--- config.mk ---
export PLATFORM = sky130hd
export DESIGN_NAME = kbd_pia_fifo_flat
export DESIGN_NICKNAME = d
export VERILOG_FILES = /design/src/rtl/kbd_pia_fifo_if.sv /design/src/rtl/kbd_pia_fifo.sv /design/src/flat_wrapper.sv
export SDC_FILE = /design/constraint.sdc
export NUM_CORES = 1
export LEC_CHECK = 0
export CAP_MARGIN = 0
export CELL_PAD_IN_SITES_DETAIL_PLACEMENT = 2
export CELL_PAD_IN_SITES_GLOBAL_PLACEMENT = 2
export CORE_MARGIN = 8
export CORE_UTILIZATION = 41
export DETAILED_ROUTE_END_ITERATION = 12
export PLACE_DENSITY = 0.86
export SYNTH_ARGS = -nofsm -noshare
export SYNTH_HDL_FRONTEND = slang
export SYNTH_SLANG_ARGS = --single-unit
export TNS_END_PERCENT = 20
--- constraint.sdc ---
create_clock -name clk25 -period 2.95 [get_ports clk25]
set_input_delay 0.295 -clock clk25 [delete_from_list [all_inputs] [get_ports clk25]]
set_output_delay 0.295 -clock clk25 [all_outputs]
set_load 0.005 [all_outputs]
--- src/rtl/kbd_pia_fifo_if.sv ---
// Keyboard PIA bus bundle: CPU register-pair access plus the upstream key-byte stream.
interface kbd_pia_fifo_if #(
  parameter int DEPTH = 8
);
  localparam int CW = $clog2(DEPTH) + 1;

  logic          cpu_clken;
  logic          cs;
  logic          we;
  logic          address;
  logic [7:0]    dout;
  logic          key_valid;
  logic [7:0]    key_data;
  logic          flush;
  logic          key_ready;
  logic          overflow;
  logic [CW-1:0] count;

  modport master (
    output cpu_clken, cs, we, address, key_valid, key_data, flush,
    input  dout, key_ready, overflow, count
  );

  modport slave (
    input  cpu_clken, cs, we, address, key_valid, key_data, flush,
    output dout, key_ready, overflow, count
  );
endinterface

--- src/rtl/kbd_pia_fifo.sv ---
// Apple-1 style KBD/KBDCR register pair fronted by a small FIFO of 7-bit uppercased keys.
module kbd_pia_fifo #(
  parameter int DEPTH = 8
) (
  input  logic          clk25,
  input  logic          rst,
  kbd_pia_fifo_if.slave bus
);
  localparam int AW = $clog2(DEPTH);
  localparam int CW = AW + 1;

  logic [6:0]    mem [DEPTH];
  logic [AW-1:0] rd_ptr, wr_ptr;
  logic [CW-1:0] count_q;
  logic          ovf_q;
  logic [7:0]    dout_q;

  logic rd_kbd, rd_cr, empty, full, pop, push, drop;
  logic [6:0] key_up;

  always_comb begin
    rd_kbd = bus.cpu_clken & bus.cs & ~bus.we & ~bus.address;
    rd_cr  = bus.cpu_clken & bus.cs & ~bus.we &  bus.address;
    empty  = (count_q == '0);
    full   = (count_q == CW'(DEPTH));
    pop    = rd_kbd & ~empty;
    // A same-cycle pop frees the slot, so a full FIFO still accepts the byte.
    push   = bus.key_valid & (~full | pop);
    drop   = bus.key_valid & full & ~pop;
    key_up = bus.key_data[6:0];
    if (key_up >= 7'h61 && key_up <= 7'h7A)
      key_up = key_up - 7'h20;
  end

  always_ff @(posedge clk25) begin
    if (push && !bus.flush)
      mem[wr_ptr] <= key_up;
  end

  always_ff @(posedge clk25 or posedge rst) begin
    if (rst) begin
      rd_ptr  <= '0;
      wr_ptr  <= '0;
      count_q <= '0;
      ovf_q   <= 1'b0;
      dout_q  <= 8'h00;
    end else if (bus.flush) begin
      rd_ptr  <= '0;
      wr_ptr  <= '0;
      count_q <= '0;
      ovf_q   <= 1'b0;
    end else begin
      if (push) wr_ptr <= wr_ptr + AW'(1);
      if (pop)  rd_ptr <= rd_ptr + AW'(1);
      if (push && !pop)      count_q <= count_q + CW'(1);
      else if (pop && !push) count_q <= count_q - CW'(1);

      if (drop)       ovf_q <= 1'b1;
      else if (rd_cr) ovf_q <= 1'b0;

      if (pop)         dout_q <= {1'b1, mem[rd_ptr]};
      else if (rd_kbd) dout_q <= 8'h80;
      else if (rd_cr)  dout_q <= {~empty, 5'b0, ovf_q, full};
    end
  end

  assign bus.dout      = dout_q;
  assign bus.count     = count_q;
  assign bus.overflow  = ovf_q;
  assign bus.key_ready = ~full;
endmodule

--- src/flat_wrapper.sv ---
// flat-port wrapper written by rule: the top's interface ports become plain ports
module kbd_pia_fifo_flat 
#(
  parameter int DEPTH = 8
)
  (clk25, rst, bus_cpu_clken, bus_cs, bus_we, bus_address, bus_key_valid, bus_key_data, bus_flush, bus_dout, bus_key_ready, bus_overflow, bus_count);
  kbd_pia_fifo_if #(.DEPTH(DEPTH)) bus_i ();
  input  logic clk25;
  input  logic rst;
  input wire logic [$bits(bus_i.cpu_clken)-1:0] bus_cpu_clken;
  input wire logic [$bits(bus_i.cs)-1:0] bus_cs;
  input wire logic [$bits(bus_i.we)-1:0] bus_we;
  input wire logic [$bits(bus_i.address)-1:0] bus_address;
  input wire logic [$bits(bus_i.key_valid)-1:0] bus_key_valid;
  input wire logic [$bits(bus_i.key_data)-1:0] bus_key_data;
  input wire logic [$bits(bus_i.flush)-1:0] bus_flush;
  output wire logic [$bits(bus_i.dout)-1:0] bus_dout;
  output wire logic [$bits(bus_i.key_ready)-1:0] bus_key_ready;
  output wire logic [$bits(bus_i.overflow)-1:0] bus_overflow;
  output wire logic [$bits(bus_i.count)-1:0] bus_count;
  assign bus_i.cpu_clken = bus_cpu_clken;
  assign bus_i.cs = bus_cs;
  assign bus_i.we = bus_we;
  assign bus_i.address = bus_address;
  assign bus_i.key_valid = bus_key_valid;
  assign bus_i.key_data = bus_key_data;
  assign bus_i.flush = bus_flush;
  assign bus_dout = bus_i.dout;
  assign bus_key_ready = bus_i.key_ready;
  assign bus_overflow = bus_i.overflow;
  assign bus_count = bus_i.count;
  kbd_pia_fifo #(.DEPTH(DEPTH)) u_core (.clk25(clk25), .rst(rst), .bus(bus_i));
endmodule
-- After elaboration in Yosys (flattened, before gate mapping)
Memories as Yosys holds them, arrays and structs flattened.
Index checks and enable logic that the tools add are counted.
- flip-flop bits (word level): 19
- bits in writable memories: 56
- input bits: 16
- logic and storage cells: 59
- memories: 1
- memory list (memory ; words ; width ; read ports ; clocked after Yosys merged registers in ; wr ports ; line ; source):
    u_core.mem ; 8 ; 7 ; 1 ; 0 ; 1 ; kbd_pia_fifo.sv:12 ; logic [6:0] mem [DEPTH];
- add/sub/neg operators: 5
- magnitude comparators: 2
- eq/ne operators: 1
- multiplexer cells: 16
- bitwise operators: 15
- reduce and logical (&&, ||, !) cells: 14
- operators by type and width (operator ; count):
    8-bit 2-to-1 mux ; 3
    3-bit 2-to-1 mux ; 4
    4-bit 2-to-1 mux ; 3
    3-bit nonzero test ; 3
    1-bit AND ; 8
    7-bit >= comparator, second input constant ; 1
    7-bit <= comparator, second input constant ; 1
    7-bit 2-to-1 mux ; 1
    7-bit by 6-bit subtractor with 7-bit output, second input constant ; 1
    3-bit by 1-bit adder with 3-bit output, second input constant ; 2
    1-bit NOT ; 6
    1-bit 2-to-1 mux ; 5
    4-bit by 1-bit adder with 4-bit output, second input constant ; 1
    4-bit == test, second input constant ; 1
    1-bit logical AND ; 4
    4-bit zero test ; 1
    2-bit nonzero test ; 2
    4-bit by 1-bit subtractor with 4-bit output, second input constant ; 1
    1-bit zero test ; 3
    2-bit AND reduction ; 1
    1-bit OR ; 1

-- Logic depth before layout (Yosys ltp)
Gate-level depths: netlist (run 1).
- depth after elaboration: 11
- gate-level depth with buffers: 9
- depth with buffers taken out: 8

-- Least setup slack after synthesis (run 1)
No wires, ideal clock.
- path type: reg-to-reg
- start: reg u_core.count_q[0], in the netlist u_core.bus.count[0]
- end: reg u_core.count_q[3], in the netlist u_core.bus.count[3]
- data arrival time: 2.663 ns
- slack: 0.205 ns
- cell stages (with the launch flop): 10
- buffers on the path: 1
- period minus slack after synthesis: 2.745 ns
- path through: dfrtp_1 or4b_1 buf_2 o211a_4 inv_1 ha_1 a21oi_1 nand2_1 or4b_2 a31oi_1
- elaborated cells on any way between the ends: 17
- those cells by class: add/sub: 2; eq/ne: 1; mux: 3; bitwise: 5; reduce/logical: 6
- RTL lines (item ; line ; source):
    from (decl) ; kbd_pia_fifo.sv:14 ; logic [CW-1:0] count_q;
    from (signal assigned) ; kbd_pia_fifo.sv:55 ; if (push && !pop) count_q <= count_q + CW'(1);
    from (signal assigned) ; kbd_pia_fifo.sv:56 ; else if (pop && !push) count_q <= count_q - CW'(1);
    4-bit == test * ; kbd_pia_fifo.sv:25 ; full = (count_q == CW'(DEPTH));
    1-bit NOT * ; -- ;
    via bus_key_ready ; flat_wrapper.sv:18 ; output wire logic [$bits(bus_i.key_ready)-1:0] bus_key_ready;
    1-bit OR * ; kbd_pia_fifo.sv:28 ; push = bus.key_valid & (~full | pop);
    1-bit AND * ; kbd_pia_fifo.sv:28 ;
    1-bit logical AND or 1-bit zero test (tied branches) ; kbd_pia_fifo.sv:55, kbd_pia_fifo.sv:56 ;
    4-bit 2-to-1 mux or 1-bit logical AND (tied branches) ; kbd_pia_fifo.sv:55, kbd_pia_fifo.sv:56 ;
    4-bit 2-to-1 mux or 3-bit nonzero test (tied branches) ; -- ;
Mark *: on every way through the listed nets, which the timed path passes. The rest lies on a longest branch. The select of a mux whose other input is x is not followed.
A chain may end at the register's enable or synchronous reset.

-- Final worst setup path (run 1)
- start: reg u_core.count_q[0], in the netlist u_core.bus.count[0]
- end: reg u_core.count_q[3], in the netlist u_core.bus.count[3]
- word-level cells in the longest chain between the ends: 8
- elaborated cells on any way between the ends: 17
- those cells by class: add/sub: 2; eq/ne: 1; mux: 3; bitwise: 5; reduce/logical: 6
- RTL lines (item ; line ; source):
    4-bit zero test ; kbd_pia_fifo.sv:24 ; empty = (count_q == '0);
    1-bit NOT ; kbd_pia_fifo.sv:26 ; pop = rd_kbd & ~empty;
    1-bit AND ; kbd_pia_fifo.sv:26 ;
    1-bit OR ; kbd_pia_fifo.sv:28 ;
    1-bit AND ; kbd_pia_fifo.sv:28 ;
    1-bit logical AND or 1-bit zero test (tied branches) ; kbd_pia_fifo.sv:55, kbd_pia_fifo.sv:56 ;
    4-bit 2-to-1 mux or 1-bit logical AND (tied branches) ; kbd_pia_fifo.sv:55, kbd_pia_fifo.sv:56 ;
    4-bit 2-to-1 mux or 3-bit nonzero test (tied branches) ; -- ;
Several ways; a longest one is shown, not always the timed one. The select of a mux whose other input is x is not followed.

==> results of run 1 <==
## kinds of logic (layout without fill, tap and decap cells)
logic type,after synthesis,in the layout,synth area share (%)
flops,75,75,66.3
simple gates,50,50,8.19
mux,26,26,13.8
buf+inv,16,72,1.92
xor+xnor,6,6,1.61
fa+ha+maj,6,6,2.54
compound gates,28,28,5.65
## power groups by stage
stage / combinational (mW) / clock, mW / sequential [mW]
floorplan: 0.247 / 0 / 1.27
global placement: 0.452 / 0 / 1.28
detailed placement: 0.490 / 0 / 1.29
CTS: 0.495 / 0.705 / 1.27
global route: 0.545 / 0.743 / 1.28
finish: 0.499 / 0.692 / 1.27
## cell type report
class	count	area share, %
multi-input cells	116	26.5
clock buffers	10	3.22
repair buffers	48	10.9
clock inverters	6	1.04
inverters	8	0.757
flip-flops and latches	75	54.4
well taps	102	3.22
## what timing repair did
item	4_1_cts	5_1_grt
pin swaps	0	0
endpoints found under the setup margin	1	1
resized for setup	1	3
## layer usage
layer | vias up | routed length, um
met4 | 0 | 127
met3 | 11 | 322
met5 | - | 0
met2 | 43 | 4520
li1 | 902 | -
met1 | 1076 | 3690
## registers in the layout (all words and copies together), names as in the netlist
name                 flops
u_core.mem              56
u_core.bus.dout          8
u_core.bus.count         4
u_core.rd_ptr            3
u_core.wr_ptr            3
u_core.bus.overflow      1
## worst paths after layout
path / to / cells after the start / slack (ps)
max in group asynchronous: u_core.bus.count[0] / 2 / 1990
setup / recovery: u_core.bus.count[3] / 8 / 100
hold reg to reg: u_core.bus.dout[3] / 2 / 490
setup reg to reg: u_core.bus.count[3] / 8 / 100
hold / removal: u_core.bus.dout[4] / 2 / 400
min in group clk25: u_core.bus.dout[3] / 2 / 490
## critical path: cells and delay by family, from the launching register on
family | cells | cell delay (ps)
buf+inv | 1 | 80
simple gates | 3 | 1350
flops | 1 | 480
fa+ha+maj | 1 | 270
compound gates | 3 | 570
## cell usage in the layout (no fill, tap or decap), drive strengths merged, types with 4 or more instances in the layout
master	Yosys	final
xor2	4	4
inv	8	9
mux4	14	14
edfxtp	56	56
o21ai	11	11
dfrtp	19	19
nor3	4	4
buf	4	20
a21oi	5	5
ha	5	5
clkdlybuf4s50	0	28
nor2	19	19
mux2i	9	9
clkbuf	4	10
nand2	10	10
==> results.sh, run 1 <==
export IMPL_status="finished clean"
export IMPL_start_util_pct=42.1
export IMPL_grt_busiest_layer="met2"
export IMPL_drive_above_1_share_pct=23.6
export IMPL_finalPower_mw=2.47
export IMPL_cp_data_arrival_time_ps=3110
export IMPL_grt_pass1_vias=2352
export IMPL_comb_power_share_pct=20.2
export IMPL_async_reset_ff_share_pct=25.3
export IMPL_grt_remaining_overflow=0
export IMPL_post_synth_instance_area_sq_um=3260
export IMPL_grt_pass1_wl_um=13800
export IMPL_hp_class="primary input to async pin"
export IMPL_place_congestion=0.760
export IMPL_synth_distinct_cells=42
export IMPL_required_ps=3210
export IMPL_max_freq_ghz=0.351
export IMPL_die_height_um=105
export IMPL_skew_ps=4.80
export IMPL_grtUsageTotal_pct=16.6
export IMPL_antenna_left=0
export IMPL_finalCritPeriodShare_pct=96.5
export IMPL_h_tree_depth=3
export IMPL_seq_area_sq_um=2160
export IMPL_ys_flop_type="edfxtp_1"
export IMPL_syn_nets=229
export IMPL_remaining_drc_errors=0
export IMPL_finalMaxSlewViolations=0
export IMPL_cts_setup_buffers=0
export IMPL_insertion_delay_ps=340
export IMPL_wire_per_inst_um=23.7
export IMPL_synth_seq_area_share_pct=66.3
export IMPL_crit_start="u_core.bus.count[0]"
export IMPL_p_sw_uw=701
export IMPL_cts_buffer_depth=2
export IMPL_cts_tree="done"
export IMPL_crit_type="flip-flop to flip-flop"
export IMPL_path_cells="or4b_1, o211a_4, inv_1, ha_1, a21oi_2, nand2_1, or4b_2, a31oi_2"
export IMPL_start_kind="flip-flop"
export IMPL_yosys_warnings=0
export IMPL_hold_viol_final=0
export IMPL_dr_total_vias=2032
export IMPL_yosysTopAreaCellShare_pct=51.7
export IMPL_drv_cap=0
export IMPL_power_leakage_nw=1.39
export IMPL_p_clk_share_pct=28.1
export IMPL_ys_top_cells_by_area="edfxtp_1 52%, dfrtp_1 15%, mux4_2 9.7%"
export IMPL_fin_hold_ws_ps=405
export IMPL_tns_ps=0
export IMPL_clock_root_buffer="clkbuf_8"
export IMPL_p_per_area_nw_per_um2=622
export IMPL_yosysTopAreaCell="edfxtp_1"
export IMPL_p_int_mw=1.76
export IMPL_final_core_util_pct=51.3
export IMPL_rsz0062_at_grt="no"
export IMPL_drt_iter0_drc=81
export IMPL_endpoint_kind="flip-flop"
export IMPL_die_width_um=105
export IMPL_drt_pre_antenna_iters=5
export IMPL_yosysMostFrequentCell="edfxtp_1"
export IMPL_ys_ff_latch=75
export IMPL_p_sw_share_pct=28.4
export IMPL_fill_cells=713
export IMPL_slew_headroom_pct=46.6
export IMPL_slowest_delay_ps=670
export IMPL_numCtsBuffers=9
export IMPL_hpwl_um=6150
export IMPL_synth_top_cells_by_count="56 x edfxtp_1, 19 x dfrtp_1, 19 x nor2_1"
export IMPL_worst_pin_slew_ps=800
export IMPL_final_cells=365
export IMPL_dp_cells=349
export IMPL_coreArea_sq_um=7730
export IMPL_placed_cell_area_sq_um=3780
export IMPL_postSynthAreaPerCell_sq_um=15.7
export IMPL_routed_wirelength_um=8660
export IMPL_portBuffers=28
export IMPL_cts_sinks=75
export IMPL_nNetsFinal=280
export IMPL_io_pins=30
export IMPL_row_count=32
export IMPL_fin_crit_ps=2850
export IMPL_n_antenna_cell=0
export IMPL_met2_usage_pct=28.9
export IMPL_met1_usage_pct=19.9
export IMPL_cp_slowest_cell="or4b_2"
export IMPL_final_area_sq_um=3970
export IMPL_setup_viol=0
export IMPL_grt_max_degree=20
export IMPL_synthToLayoutAreaGrowth_pct=21.8
export IMPL_ir_worst_vdd_mv=0.256
export IMPL_clk_pin_slew_ps=80
export IMPL_post_place_ws_ps=-46.5
export IMPL_grt_antenna_before_repair=0
export IMPL_ctsHoldBuffers=0
export IMPL_setup_slack_ps=103
export IMPL_synth_edf_count=56
export IMPL_power_frac_seq_pct=51.7
export IMPL_r2r_start="u_core.bus.count[0]"
export IMPL_detail_route_vias_per_cell=5.57
export IMPL_multi_input_area_sq_um=1050
export IMPL_synthCells=207
export IMPL_met3_usage_pct=3.62
export IMPL_die_area_sq_um=11000
export IMPL_cp_max_fo=8
Note: power is estimated with default switching activity, not from simulation.
==> run 2, diff against run 1 <==
SKIP_CTS_REPAIR_TIMING = 1   (was not set)
==> run 2 against run 1 <==
  * Clock skew hardly changed
  * Worst setup slack hardly changed
  * Sequential power hardly changed
  * Flip-flop and latch count stayed put
  * Register-to-register slack hardly changed
  * Clock-buffer cell count stayed put
  * Core utilization stayed put
  * Routed wire length hardly changed
  * Critical path depth stayed put
  * Critical endpoint unchanged
==> results.sh, run 2 (synthesis results as in run 1) <==
export IMPL_place_congestion=0.760
export IMPL_drt_pre_antenna_iters=4
export IMPL_post_place_ws_ps=-46.5
export IMPL_detail_route_vias_per_cell=5.59
export IMPL_r2r_end="u_core.bus.count[3]"
export IMPL_comb_power_share_pct=20.2
export IMPL_p_int_mw=1.76
export IMPL_cts_buffer_depth=2
export IMPL_start_kind="flip-flop"
export IMPL_row_count=32
export IMPL_setup_viol=0
export IMPL_largest_reg_flops=56
export IMPL_setup_slack_ps=102
export IMPL_hold_viol_final=0
export IMPL_cp_max_fo=8
export IMPL_synthToLayoutAreaGrowth_pct=21.8
export IMPL_die_area_sq_um=11000
export IMPL_p_clk_share_pct=28.0
export IMPL_cp_data_arrival_time_ps=3110
export IMPL_hpwl_um=6150
export IMPL_slew_headroom_pct=46.6
export IMPL_worstRegToRegCells=8
export IMPL_finalMaxSlewViolations=0
export IMPL_grt_antenna_before_repair=0
export IMPL_power_frac_seq_pct=51.7
export IMPL_p_per_area_nw_per_um2=622
export IMPL_grt_pass1_vias=2341
export IMPL_routed_wirelength_um=8660
export IMPL_max_freq_ghz=0.351
export IMPL_power_leakage_nw=1.39
export IMPL_finalPower_mw=2.47
export IMPL_crit_type="flip-flop to flip-flop"
export IMPL_grtUsageTotal_pct=16.6
export IMPL_grt_remaining_overflow=0
export IMPL_final_common_cell="edfxtp_1"
export IMPL_path_cells="or4b_1, o211a_4, inv_1, ha_1, a21oi_2, nand2_1, or4b_2, a31oi_2"
export IMPL_cts_sinks=75
export IMPL_start_util_pct=42.1
export IMPL_worst_pin_slew_ps=801
export IMPL_status="finished clean"
export IMPL_drv_cap=0
export IMPL_p_sw_share_pct=28.4
export IMPL_r2r_start="u_core.bus.count[0]"
export IMPL_p_sw_uw=701
export IMPL_dr_total_vias=2042
export IMPL_skew_ps=4.80
export IMPL_coreArea_sq_um=7730
export IMPL_reg2reg_slack_ps=100
export IMPL_final_cell_mix="56 x edfxtp_1, 28 x clkdlybuf4s50_1, 20 x buf_4"
export IMPL_slowest_delay_ps=670
export IMPL_nNetsFinal=280
export IMPL_grt_pass1_wl_um=13800
export IMPL_hp_class="primary input to async pin"
export IMPL_largest_register="u_core.mem"
export IMPL_n_antenna_cell=0
export IMPL_drt_iter0_drc=78
export IMPL_insertion_delay_ps=340
export IMPL_drive_above_1_share_pct=23.6
export IMPL_cts_tree="done"
export IMPL_numCtsBuffers=9
export IMPL_cp_depth=8
export IMPL_remaining_drc_errors=0
export IMPL_h_tree_depth=3
export IMPL_grt_max_degree=20
export IMPL_tns_ps=0
export IMPL_fin_crit_ps=2850
export IMPL_portBuffers=28
export IMPL_crit_family="simple AND/OR/NAND/NOR gates"
export IMPL_clock_root_buffer="clkbuf_8"
export IMPL_final_area_sq_um=3970
export IMPL_placed_cell_area_sq_um=3780
export IMPL_cp_slowest_cell="or4b_2"
export IMPL_crit_start="u_core.bus.count[0]"
export IMPL_crit_buf_inv=1
export IMPL_ir_worst_vdd_mv=0.255
export IMPL_required_ps=3210
export IMPL_endpoint_kind="flip-flop"
export IMPL_antenna_left=0
export IMPL_die_width_um=105
export IMPL_rsz0062_at_grt="no"
export IMPL_crit_end="u_core.bus.count[3]"
export IMPL_clk_pin_slew_ps=80
export IMPL_finalCritPeriodShare_pct=96.5
export IMPL_wire_per_inst_um=23.7
export IMPL_die_height_um=105
export IMPL_io_pins=30
[run 2: cell counts in the layout (fill, tap and decap cells not counted)]
No cell type changed its count.
[run 2: through the flow]
stage          utilization, %  instances  hold slack, ps
3_3_place_gp             48.9        349             466
4_1_cts                  51.1        365             423
2_1_floorplan               -        207             246
6_report                 51.3        365             405
5_1_grt                  51.3        365             470
3_5_place_dp             48.9        349             475
[run 2: worst min-delay path by stage]
stage                       start                  end  slack, ps  depth (start not counted)
2_1_floorplan                 rst  u_core.bus.count[0]        250                          1
3_3_place_gp   u_core.bus.dout[2]   u_core.bus.dout[2]        470                          2
3_5_place_dp   u_core.bus.dout[4]   u_core.bus.dout[4]        480                          2
4_1_cts                       rst   u_core.bus.dout[3]        420                          2
5_1_grt                       rst   u_core.bus.dout[3]        470                          2
6_report                      rst   u_core.bus.dout[4]        410                          2
[run 2: final cells by class]
cell class | instances | area (sq um)
clock inverters | 6 | 41.3
inverters | 8 | 30.0
well taps | 102 | 128
multi-input cells | 116 | 1050
flip-flops and latches | 75 | 2160
clock buffers | 10 | 128
fillers | 713 | 3760
repair buffers | 48 | 430
[run 2: worst register-to-register path, cell delays in order, from the launching register on]
cell and delay (ps):
dfrtp_2 480, or4b_1 600, o211a_4 190, inv_1 90, ha_1 270, a21oi_2 170, nand2_1 80, or4b_2 670
a31oi_2 210
[run 2: metal layers]
metal  routed length [um]  GRT usage, %
met5                    0             0
met4                  127          5.81
met3                  327          3.62
met2                 4520          28.6
met1                 3690          20.0
[run 2: power by group through the flow]
stage / registers [mW] / logic [mW] / clock network [mW]
after floorplan: 1.27 / 0.247 / 0
after global placement: 1.28 / 0.452 / 0
after detailed placement: 1.29 / 0.490 / 0
after CTS: 1.27 / 0.493 / 0.705
after global routing: 1.28 / 0.545 / 0.743
final: 1.27 / 0.499 / 0.691
